[config.mk]
export PLATFORM = sky130hd
export DESIGN_NAME = display_driver_gen_flat
export DESIGN_NICKNAME = d
export VERILOG_FILES = /design/src/rtl/display_driver_gen_if.sv /design/src/rtl/display_driver_gen.sv /design/src/flat_wrapper.sv
export SDC_FILE = /design/constraint.sdc
export NUM_CORES = 1
export LEC_CHECK = 0
export CORE_ASPECT_RATIO = 0.8
export CORE_MARGIN = 1.5
export CORE_UTILIZATION = 30
export DETAILED_ROUTE_END_ITERATION = 7
export GPL_ROUTABILITY_DRIVEN = 0
export GPL_TIMING_DRIVEN = 0
export PLACE_DENSITY_LB_ADDON = 0.08
export SYNTH_ARGS = -nofsm -noshare
export SYNTH_HDL_FRONTEND = slang
export SYNTH_SLANG_ARGS = --single-unit
[constraint.sdc]
create_clock -name clk -period 7.45 [get_ports clk]
set_input_delay 1.49 -clock clk [delete_from_list [all_inputs] [get_ports clk]]
set_output_delay 1.49 -clock clk [all_outputs]
set_load 0.02 [all_outputs]
[src/rtl/display_driver_gen_if.sv]
// Bus bundle for the seven-segment display controller: ALU-side inputs in,
// segment bus and conversion status out.
interface display_driver_gen_if #(
   parameter int unsigned RES_W      = 16,
   parameter int unsigned NUM_DIGITS = 6
);
   logic                    oneMsPulse;
   logic [1:0]              dispMode;
   logic [7:0]              OpReg;
   logic                    ShowOpReg;
   logic [2:0]              OpCode;
   logic                    ShowOpCode;
   logic [RES_W-1:0]        OpResult;
   logic [8*NUM_DIGITS-1:0] HEX;
   logic                    convBusy;

   modport master (
      output oneMsPulse, dispMode, OpReg, ShowOpReg, OpCode, ShowOpCode, OpResult,
      input  HEX, convBusy
   );

   modport slave (
      input  oneMsPulse, dispMode, OpReg, ShowOpReg, OpCode, ShowOpCode, OpResult,
      output HEX, convBusy
   );
endinterface

[src/rtl/display_driver_gen.sv]
// Seven-segment display controller: shows the ALU result as unsigned decimal,
// signed decimal or hex, with timed 'rEg ##' / 'CoDE #' overlays. Decimal
// digits come from a sequential subtract-by-power-of-ten converter whose result
// is only published on completion.
module display_driver_gen #(
   parameter int unsigned RES_W      = 16,
   parameter int unsigned NUM_DIGITS = 6,
   parameter int unsigned HOLD_MS    = 3000
) (
   input logic                clk,
   input logic                rst_n,
   display_driver_gen_if.slave bus
);

   function automatic int unsigned dec_digits(input int unsigned w);
      longint unsigned v;
      int unsigned     n;
      v = (64'd1 << w) - 64'd1;
      n = 0;
      for (int unsigned i = 0; i < 20; i++) begin
         if (v != 0) begin
            v = v / 10;
            n++;
         end
      end
      return n;
   endfunction

   function automatic longint unsigned pow10(input int unsigned k);
      longint unsigned p;
      p = 1;
      for (int unsigned i = 0; i < k; i++) p = p * 10;
      return p;
   endfunction

   localparam int unsigned D  = dec_digits(RES_W);
   localparam int unsigned KW = (D > 1) ? $clog2(D) : 1;
   localparam int unsigned HN = (RES_W + 3) / 4;
   localparam logic [15:0] HOLD_LAST = 16'(HOLD_MS - 1);

   localparam logic [4:0] CH_R     = 5'h10;
   localparam logic [4:0] CH_O     = 5'h11;
   localparam logic [4:0] CH_G     = 5'h12;
   localparam logic [4:0] CH_BLANK = 5'h13;
   localparam logic [4:0] CH_MINUS = 5'h14;

   typedef enum logic [1:0] {OV_RESULT, OV_OPREG, OV_OPCODE} ov_state_e;
   typedef enum logic [1:0] {CV_IDLE, CV_LOAD, CV_DIGIT, CV_COMMIT} cv_state_e;

   ov_state_e              ov_q, ov_d;
   logic [15:0]            ms_cnt_q, ms_cnt_d;
   cv_state_e              cv_q, cv_d;
   logic [KW-1:0]          k_q, k_d;
   logic [RES_W-1:0]       mag_q, mag_d;
   logic [RES_W:0]         src_q, src_d;
   logic [D-1:0][3:0]      work_q, work_d;
   logic                   neg_q, neg_d;
   logic [D-1:0][3:0]      dec_disp_q, dec_disp_d;
   logic                   neg_flag_q, neg_flag_d;
   logic                   valid_q, valid_d;
   logic                   conv_busy_q, conv_busy_d;

   logic [RES_W-1:0]       p10 [D];
   logic [RES_W:0]         src_now;
   logic                   sgn_now;
   logic [NUM_DIGITS-1:0][3:0] dwide;
   logic [NUM_DIGITS-1:0][3:0] hwide;
   logic [NUM_DIGITS-1:0]  shown;
   logic [NUM_DIGITS-1:0]  minus_pos;
   logic [NUM_DIGITS-1:0][4:0] ch;
   logic [NUM_DIGITS-1:0][7:0] seg;

   for (genvar g = 0; g < D; g++) begin : g_p10
      assign p10[g] = RES_W'(pow10(g));
   end

   assign sgn_now = (bus.dispMode == 2'd2);
   assign src_now = {bus.OpResult, sgn_now};
   assign dwide   = (4*NUM_DIGITS)'(dec_disp_q);
   assign hwide   = (4*NUM_DIGITS)'(bus.OpResult);

   // Overlay selection and millisecond hold counter; OPCODE wins on simultaneous pulses
   always_comb begin
      ov_d     = ov_q;
      ms_cnt_d = ms_cnt_q;
      case (ov_q)
         OV_RESULT: begin
            if (bus.ShowOpCode) begin
               ov_d     = OV_OPCODE;
               ms_cnt_d = '0;
            end else if (bus.ShowOpReg) begin
               ov_d     = OV_OPREG;
               ms_cnt_d = '0;
            end
         end
         default: begin
            if (bus.ShowOpCode || bus.ShowOpReg) begin
               ov_d     = bus.ShowOpCode ? OV_OPCODE : OV_OPREG;
               ms_cnt_d = '0;
            end else if (bus.oneMsPulse) begin
               if (ms_cnt_q == HOLD_LAST) begin
                  ov_d     = OV_RESULT;
                  ms_cnt_d = '0;
               end else begin
                  ms_cnt_d = ms_cnt_q + 16'd1;
               end
            end
         end
      endcase
   end

   // Decimal conversion: one subtraction or one digit step per cycle, aborted on source change
   always_comb begin
      cv_d       = cv_q;
      k_d        = k_q;
      mag_d      = mag_q;
      src_d      = src_q;
      work_d     = work_q;
      neg_d      = neg_q;
      dec_disp_d = dec_disp_q;
      neg_flag_d = neg_flag_q;
      valid_d    = valid_q;
      case (cv_q)
         CV_IDLE: begin
            if ((src_now != src_q) || !valid_q) cv_d = CV_LOAD;
         end
         CV_LOAD: begin
            src_d  = src_now;
            neg_d  = sgn_now && bus.OpResult[RES_W-1];
            // Negating the most negative value yields 2^(RES_W-1), still correct read as unsigned
            mag_d  = (sgn_now && bus.OpResult[RES_W-1]) ? -bus.OpResult : bus.OpResult;
            work_d = '0;
            k_d    = KW'(D - 1);
            cv_d   = CV_DIGIT;
         end
         CV_DIGIT: begin
            if (src_now != src_q) begin
               cv_d = CV_LOAD;
            end else if (mag_q >= p10[k_q]) begin
               mag_d       = mag_q - p10[k_q];
               work_d[k_q] = work_q[k_q] + 4'd1;
            end else if (k_q == '0) begin
               cv_d = CV_COMMIT;
            end else begin
               k_d = k_q - 1'b1;
            end
         end
         default: begin
            dec_disp_d = work_q;
            neg_flag_d = neg_q;
            valid_d    = 1'b1;
            cv_d       = CV_IDLE;
         end
      endcase
      conv_busy_d = (cv_d != CV_IDLE);
   end

   // State registers for both FSMs and the committed display buffer
   always_ff @(posedge clk or negedge rst_n) begin
      if (!rst_n) begin
         ov_q        <= OV_RESULT;
         ms_cnt_q    <= '0;
         cv_q        <= CV_IDLE;
         k_q         <= '0;
         mag_q       <= '0;
         src_q       <= '0;
         work_q      <= '0;
         neg_q       <= 1'b0;
         dec_disp_q  <= '0;
         neg_flag_q  <= 1'b0;
         valid_q     <= 1'b0;
         conv_busy_q <= 1'b0;
      end else begin
         ov_q        <= ov_d;
         ms_cnt_q    <= ms_cnt_d;
         cv_q        <= cv_d;
         k_q         <= k_d;
         mag_q       <= mag_d;
         src_q       <= src_d;
         work_q      <= work_d;
         neg_q       <= neg_d;
         dec_disp_q  <= dec_disp_d;
         neg_flag_q  <= neg_flag_d;
         valid_q     <= valid_d;
         conv_busy_q <= conv_busy_d;
      end
   end

   // Leading-zero blanking mask and minus position just left of the top shown digit
   always_comb begin
      logic        acc;
      int unsigned idx;
      acc   = 1'b0;
      idx   = 0;
      shown = '0;
      for (int unsigned j = 0; j < NUM_DIGITS; j++) begin
         idx        = NUM_DIGITS - 1 - j;
         acc        = acc | (dwide[idx] != 4'd0);
         shown[idx] = acc;
      end
      shown[0]  = 1'b1;
      minus_pos = neg_flag_q ? ((shown << 1) & ~shown) : '0;
   end

   // Character selection per digit for overlays, hex and decimal views
   always_comb begin
      for (int unsigned i = 0; i < NUM_DIGITS; i++) begin
         ch[i] = CH_BLANK;
         case (ov_q)
            OV_OPREG: begin
               case (i)
                  5: ch[i] = CH_R;
                  4: ch[i] = 5'h0E;
                  3: ch[i] = CH_G;
                  1: ch[i] = {1'b0, bus.OpReg[7:4]};
                  0: ch[i] = {1'b0, bus.OpReg[3:0]};
                  default: ch[i] = CH_BLANK;
               endcase
            end
            OV_OPCODE: begin
               case (i)
                  5: ch[i] = 5'h0C;
                  4: ch[i] = CH_O;
                  3: ch[i] = 5'h0D;
                  2: ch[i] = 5'h0E;
                  0: ch[i] = {2'b00, bus.OpCode};
                  default: ch[i] = CH_BLANK;
               endcase
            end
            default: begin
               if (bus.dispMode == 2'd1) begin
                  if (i < HN) ch[i] = {1'b0, hwide[i]};
               end else if (shown[i]) begin
                  ch[i] = {1'b0, dwide[i]};
               end else if (minus_pos[i]) begin
                  ch[i] = CH_MINUS;
               end
            end
         endcase
      end
   end

   for (genvar g = 0; g < NUM_DIGITS; g++) begin : g_digit
      hex_driver u_hex (
         .ch  (ch[g]),
         .seg (seg[g])
      );
   end

   assign bus.HEX      = seg;
   assign bus.convBusy = conv_busy_q;

endmodule

// Character-to-segment decoder, active-low {dp,g,f,e,d,c,b,a}, dp always off.
module hex_driver (
   input  logic [4:0] ch,
   output logic [7:0] seg
);
   // Glyph lookup; unknown codes render blank
   always_comb begin
      seg = 8'hFF;
      case (ch)
         5'h00: seg = 8'hC0;
         5'h01: seg = 8'hF9;
         5'h02: seg = 8'hA4;
         5'h03: seg = 8'hB0;
         5'h04: seg = 8'h99;
         5'h05: seg = 8'h92;
         5'h06: seg = 8'h82;
         5'h07: seg = 8'hF8;
         5'h08: seg = 8'h80;
         5'h09: seg = 8'h90;
         5'h0A: seg = 8'h88;
         5'h0B: seg = 8'h83;
         5'h0C: seg = 8'hC6;
         5'h0D: seg = 8'hA1;
         5'h0E: seg = 8'h86;
         5'h0F: seg = 8'h8E;
         5'h10: seg = 8'hAF;
         5'h11: seg = 8'hA3;
         5'h12: seg = 8'h90;
         5'h14: seg = 8'hBF;
         default: seg = 8'hFF;
      endcase
   end
endmodule
[src/flat_wrapper.sv]
// flat-port wrapper written by rule: the top's interface ports become plain ports
module display_driver_gen_flat 
#(
   parameter int unsigned RES_W      = 16,
   parameter int unsigned NUM_DIGITS = 6,
   parameter int unsigned HOLD_MS    = 3000
)
  (clk, rst_n, bus_oneMsPulse, bus_dispMode, bus_OpReg, bus_ShowOpReg, bus_OpCode, bus_ShowOpCode, bus_OpResult, bus_HEX, bus_convBusy);
  display_driver_gen_if #(.RES_W(RES_W), .NUM_DIGITS(NUM_DIGITS)) bus_i ();
  input logic clk;
  input logic rst_n;
  input wire logic [$bits(bus_i.oneMsPulse)-1:0] bus_oneMsPulse;
  input wire logic [$bits(bus_i.dispMode)-1:0] bus_dispMode;
  input wire logic [$bits(bus_i.OpReg)-1:0] bus_OpReg;
  input wire logic [$bits(bus_i.ShowOpReg)-1:0] bus_ShowOpReg;
  input wire logic [$bits(bus_i.OpCode)-1:0] bus_OpCode;
  input wire logic [$bits(bus_i.ShowOpCode)-1:0] bus_ShowOpCode;
  input wire logic [$bits(bus_i.OpResult)-1:0] bus_OpResult;
  output wire logic [$bits(bus_i.HEX)-1:0] bus_HEX;
  output wire logic [$bits(bus_i.convBusy)-1:0] bus_convBusy;
  assign bus_i.oneMsPulse = bus_oneMsPulse;
  assign bus_i.dispMode = bus_dispMode;
  assign bus_i.OpReg = bus_OpReg;
  assign bus_i.ShowOpReg = bus_ShowOpReg;
  assign bus_i.OpCode = bus_OpCode;
  assign bus_i.ShowOpCode = bus_ShowOpCode;
  assign bus_i.OpResult = bus_OpResult;
  assign bus_HEX = bus_i.HEX;
  assign bus_convBusy = bus_i.convBusy;
  display_driver_gen #(.RES_W(RES_W), .NUM_DIGITS(NUM_DIGITS), .HOLD_MS(HOLD_MS)) u_core (.clk(clk), .rst_n(rst_n), .bus(bus_i));
endmodule
Word-level counts from Yosys, hierarchy flattened
Memory sizes are Yosys's and may differ from the RTL's. Index checks and enable logic that the tools add are counted.

Eq/ne operators: 13. Bitwise operators: 6. Mux-type cells: 58. Order comparisons: 4. Reductions and logical operators: 21. Add/sub/neg operators: 5.

Operator list (count): two-way mux 16 bit (11); one-hot mux 5 bit (2 select lines) (6); two-way mux 5 bit (9); two-way mux 20 bit (2); one-hot mux 20 bit (2 select lines) (1); one-hot mux 16 bit (2 select lines) (1); two-way mux 3 bit (8); two-way mux 2 bit (11); bitwise mux 20 bit (1); inequality test 17 bit (1); adder 16 x 1 -> 16 bit (second input constant) (1); == test 16 x 12 -> 1 bit (second input constant) (1); greater-or-equal comparator 16 bit (1); negator 16 bit (1); nonzero test 4 bit (4); subtractor 16 bit (1); binary-select mux 4 bit (select 3 bit) (1); demux 4 bit (select 3 bit) (1); two-way mux 4 bit (3); AND 6 bit (1); == test 2 x 1 -> 1 bit (second input constant) (3); == test 2 bit (second input constant) (3); two-way mux 6 bit (1); inequality test 2 bit (second input constant) (3); other kinds (23) (31).

Logic and storage cells: 134. Bits of input ports: 34. Memories: 7. Bits in registers: 100. Memory bits (read-only): 1472.

Memory list: (no name shown) (words 32, width 7, read ports 1, clocked after memory_dff 0, wr ports 0, RTL line display_driver_gen.sv:263) `case (ch)`; (no name shown) (words 32, width 7, read ports 1, clocked after memory_dff 0, wr ports 0, RTL line display_driver_gen.sv:263); (no name shown) (words 32, width 7, read ports 1, clocked after memory_dff 0, wr ports 0, RTL line display_driver_gen.sv:263); (no name shown) (words 32, width 7, read ports 1, clocked after memory_dff 0, wr ports 0, RTL line display_driver_gen.sv:263); (no name shown) (words 32, width 7, read ports 1, clocked after memory_dff 0, wr ports 0, RTL line display_driver_gen.sv:263); (no name shown) (words 32, width 7, read ports 1, clocked after memory_dff 0, wr ports 0, RTL line display_driver_gen.sv:263); +1 memories.

Depth between registers and ports, before layout
Gate-level depths: netlist of run 1. An unclocked memory read counts as a cell.

Depth in word-level cells: 12. Mapped depth: 15.

Hierarchy
From an unflattened synthesis of run 1, not the netlist that was laid out.

Cell total of the unflattened synthesis: 1063. Area total of the unflattened synthesis: 8804.7 um2.

By module, submodules not included: display_driver_gen (cells an instance 739, instances 1, area each 6377.4 um2); hex_driver at u_core.g_digit[1].u_hex ... (cells an instance 53, instances 4, area each 401.6 um2); hex_driver at u_core.g_digit[0].u_hex (cells an instance 56, instances 1, area each 437.9 um2); hex_driver at u_core.g_digit[5].u_hex (cells an instance 56, instances 1, area each 382.9 um2).

Worst setup path before layout of run 1
Ideal clock, no wire load.

Path type: input to output. Start: input port bus_dispMode[1]. End: output port bus_HEX[11]. Arrival time: 3.457 ns. Stages: 11. Slack: 2.503 ns. Cells stage by stage: nand2b_1 clkbuf_1 buf_1 nor2_1 nor2_1 o2bb2ai_1 inv_1 ha_1 or3_1 o211ai_1 o31ai_1.

Longest elaborated chain between the ends: 4.

Ends and longest elaborated chain: from (decl) (RTL line flat_wrapper.sv:13) `input wire logic [$bits(bus_i.dispMode)-1:0] bus_dispMode;`; == test 2 x 1 -> 1 bit (RTL line display_driver_gen.sv:231) `if (bus.dispMode == 2'd1) begin`; two-way mux 5 bit (RTL line display_driver_gen.sv:231); one-hot mux 5 bit (2 select lines) (RTL line display_driver_gen.sv:209) `case (ov_q)`; memory read (32 x 7 bit); to (decl) (RTL line flat_wrapper.sv:19) `output wire logic [$bits(bus_i.HEX)-1:0] bus_HEX;`.

Every way passes these cells.

Worst setup path in the final report of run 1
Start: input port bus_dispMode[1]. End: output port bus_HEX[3].

Longest elaborated chain between the ends: 4.

Ends and longest elaborated chain (RTL line): == test 2 x 1 -> 1 bit (display_driver_gen.sv:231); two-way mux 4 bit (display_driver_gen.sv:231); one-hot mux 5 bit (2 select lines) (display_driver_gen.sv:209); memory read (32 x 7 bit).

Every way passes these cells.

==> results of run 1 <==
[metrics by stage]
step                hold WS (ns)  instance area, um^2  total power, mW  setup WS, ns
floorplan                  0.455                 8320             1.95          2.50
global placement           0.483                 9480             2.50         0.559
detailed placement         0.480                 9510             2.50          1.04
CTS                        0.499                 9790             2.98          1.04
global route               0.528                 9790             3.19         0.725
finish                     0.490                 9790             2.96          1.03
[layout make-up]
cell class | instances | area share
Tap cell | 364 | 0.0465
Clock buffer | 9 | 0.0230
Inverter | 41 | 0.0157
Timing Repair Buffer | 71 | 0.0741
Buffer | 63 | 0.0314
Sequential cell | 100 | 0.256
Multi-Input combinational cell | 782 | 0.548
Clock inverter | 7 | 0.00601
[state kept, by name, indices dropped and copies added (netlist names)]
signal and count:
u_core.neg_flag_q 1, u_core.ms_cnt_q 16, u_core.neg_q 1, u_core.ov_q 2, u_core.cv_q 2, u_core.work_q 20, u_core.mag_q 16, u_core.valid_q 1
u_core.dec_disp_q 20, u_core.src_q 17, u_core.bus.convBusy 1, u_core.k_q 3
[path summary, 6_finish.rpt]
check,start,to,slack (ns),cells past startpoint
max,bus_dispMode[1],bus_HEX[3],1.03,12
min,u_core.mag_q[7]$_DFFE_PN0P_,u_core.mag_q[7]$_DFFE_PN0P_,0.49,2
max reg2reg,u_core.k_q[1]$_DFFE_PN0P_,u_core.mag_q[3]$_DFFE_PN0P_,3.23,15
min reg2reg,u_core.mag_q[7]$_DFFE_PN0P_,u_core.mag_q[7]$_DFFE_PN0P_,0.49,2
max in group asynchronous,rst_n,u_core.src_q[15]$_DFFE_PN0N_,5.60,2
min in group asynchronous,rst_n,u_core.mag_q[5]$_DFFE_PN0P_,1.12,1
[placed cells by master (no fill, tap or decap), drive strengths merged, types with 7 or more instances in the layout]
| cell type | count |
|---|---|
| nand4 | 13 |
| xnor2 | 35 |
| mux2i | 23 |
| nor3 | 22 |
| xor2 | 12 |
| a211oi | 8 |
| or4 | 8 |
| ha | 56 |
| nand2b | 16 |
| a22o | 11 |
| clkdlybuf4s50 | 69 |
| clkbuf | 42 |
| a31oi | 16 |
| inv | 43 |
| a21oi | 58 |
| nor4 | 9 |
| nand2 | 112 |
| and2 | 9 |
| o22ai | 18 |
| dfrtp | 100 |
| o21a | 7 |
| or3 | 9 |
| o311ai | 8 |
| o21ai | 66 |
| mux2 | 45 |
| buf | 32 |
| and3 | 9 |
| a21o | 8 |
| nand3 | 29 |
| o211ai | 7 |
| nor2 | 66 |
| o31ai | 22 |
[tightest hold or removal path: cells and delay by family (launching register included)]
| family | cells | cell delay, ns |
|---|---|---|
| AO/OA/AOI/OAI | 1 | 0.06 |
| flip-flops | 1 | 0.35 |
| AND/OR/NAND/NOR | 1 | 0.05 |
[logic make-up (layout without fill, tap and decap cells)]
logic type                 after synthesis  after routing
and+or+nand+nor                        327            327
DFF                                    100            100
adders and majority gates               57             57
buffers and inverters                  104            191
muxes                                   68             68
other                                    1              6
xor gates and xnor gates                47             47
AOI/OAI and AO/OA                      277            277
[power groups by stage]
stage / combinational (mW) / sequential, mW / clock, mW
floorplan: 1.21 / 0.732 / 0
global placement: 1.75 / 0.751 / 0
CTS: 1.76 / 0.741 / 0.483
detailed placement: 1.75 / 0.751 / 0
global route: 1.93 / 0.757 / 0.502
finish: 1.75 / 0.741 / 0.467
[routing by layer]
metal | up-vias | GRT usage | wire [um]
met4 | 0 | 0.0310 | 182
li1 | 3749 | - | -
met3 | 15 | 0.0252 | 964
met5 | - | 0 | 0
met1 | 3680 | 0.289 | 14100
met2 | 135 | 0.269 | 10700
==> reports/qor.txt, run 1 <==
Critical Path Sink Type = output pin
Layout Cells excl Fill = 1437
Via Count = 7579
Fin util = 0.360
Synth async-reset ratio = 1.00
Crit share post-route = 0.861
Netlist cell types = 76
Top post-synthesis cells by area = dfrtp_1 30%, ha_1 8.4%, mux2_2 6.1%
Setup violations, final = 0
Root Driver = clkbuf_16
WL per Instance = 18.1 um
Most frequent cell after synthesis = nand2_1
Worst path cell trace = clkdlybuf4s50_1 > nand2b_1 > clkbuf_1 > buf_1 > nand2_1 > a31oi_1 > inv_1 > ha_1 > mux2_2 > nor2_1 > a21oi_1 > clkdlybuf4s50_1
Antenna cell count = 0
First-pass GRT wire length = 41.8 mm
Combinational power share = 0.592
Sequential element share of the synthesized area = 0.301
Most used DFF post-synth = dfrtp_1
Max-Cap Viols = 0
Clock skew after layout = 0.0120 ns
TritonCTS clock tree = yes
Final hold vios = 0
Die Area = 28700 um^2
Clock transition at the registers of the reported paths = 0.08 ns
Critical-path top delay cell = clkdlybuf4s50_1
Mapped Area = 8310 um^2
Hold Crit Class = flop to flop
Max frequency = 156 MHz
Power Density = 302 nW/um^2
Htree depth = 3
Largest net degree at the start of global routing = 62
Arrival @ worst endpoint = 4.93 ns
Setup TNS = 0 ns
Filler cells = 2860
Row count = 54
Post-Synth Adder-Cell Area = 0.0868
CP most frequent cell = clkdlybuf4s50_1
Routed vias/inst = 5.27
Initial antenna violation count = 0
Sw frac = 0.451
GR Util All Layers = 0.185
CP bufs+invs = 5
Clock power share = 0.158
Post-route DRC = 0
Clock sink total = 100
Cell taking the most area after synthesis = dfrtp_1
I/O pins = 83
Pleak = 4.07 nW
Complex-gate fraction of the synthesized area = 0.224
Starting Density = 0.305
Initial DRC Count = 578
Psw = 1.34 mW
Core box area = 27200 um^2
Yosys reg bits = 100
Die Width = 189 um
Hold-fix buffers, CTS = 0
Max Slew Vio Count = 0
Sequential Power Share = 0.250
CP required = 5.96 ns
Synthesized netlist cell count = 981
Critical Path Start Type = primary input
Share of layout cells above drive strength 1 = 0.0988
Vias in the first global route = 7205
Tmin final = 6.42 ns
DR pass1 iterations = 5
Synth Area in XOR/XNOR = 0.0496
Syn. warnings = 0
WS Path Type = primary input to output pin
RSZ-0062 raised after global routing = false
Dpl cells = 1421
Later-pin clock latency in the skew report = 0.36 ns
Area Overhead vs Synth = 17.9%
Post-synth top area share = 0.301
Multi-input logic area = 5360 um^2
Crit path largest cell delay = 0.57 ns
Post-route ant nets = 0
Syn Area/Cell = 8.47 um^2
Post-synthesis mux area share = 0.0887
CP delay by family, top = buffers and inverters
Post-CTS setup repair buffer count = 0
Dpl hpwl = 20.0 mm
Die H = 152 um
Crit-path max FO = 10
Post-layout nets = 1159
FF+latch area = 2500 um^2
Slew HR = 0.327
Worst Tran Pin Value = 1.01 ns
Post-synth EDFFs = 0
Status = finished, final reports clean
# port buffers = 70
Synth Area in Simple Gates = 0.193
Internal Pwr Total = 1.62 mW
Synth cell count leaders = 112 x nand2_1, 100 x dfrtp_1, 66 x nor2_1
Worst VDD drop = 0.123 mV
Grt ovf = 0
Main combinational cell family by area after synthesis = compound AO/OA/AOI/OAI gates
Clock Path Buffers = 2
CTS Buf Count = 9
Resized Gates After CTS = 0
Final wirelength = 26.0 mm
Power figures use the tool's default switching activity.
==> run 2: changes to the inputs <==
Settings changed: CTS_CLUSTER_DIAMETER set to 30.
==> results of run 2 <==
Same layout as run 1: the final DEF is identical, and so are final timing and power.
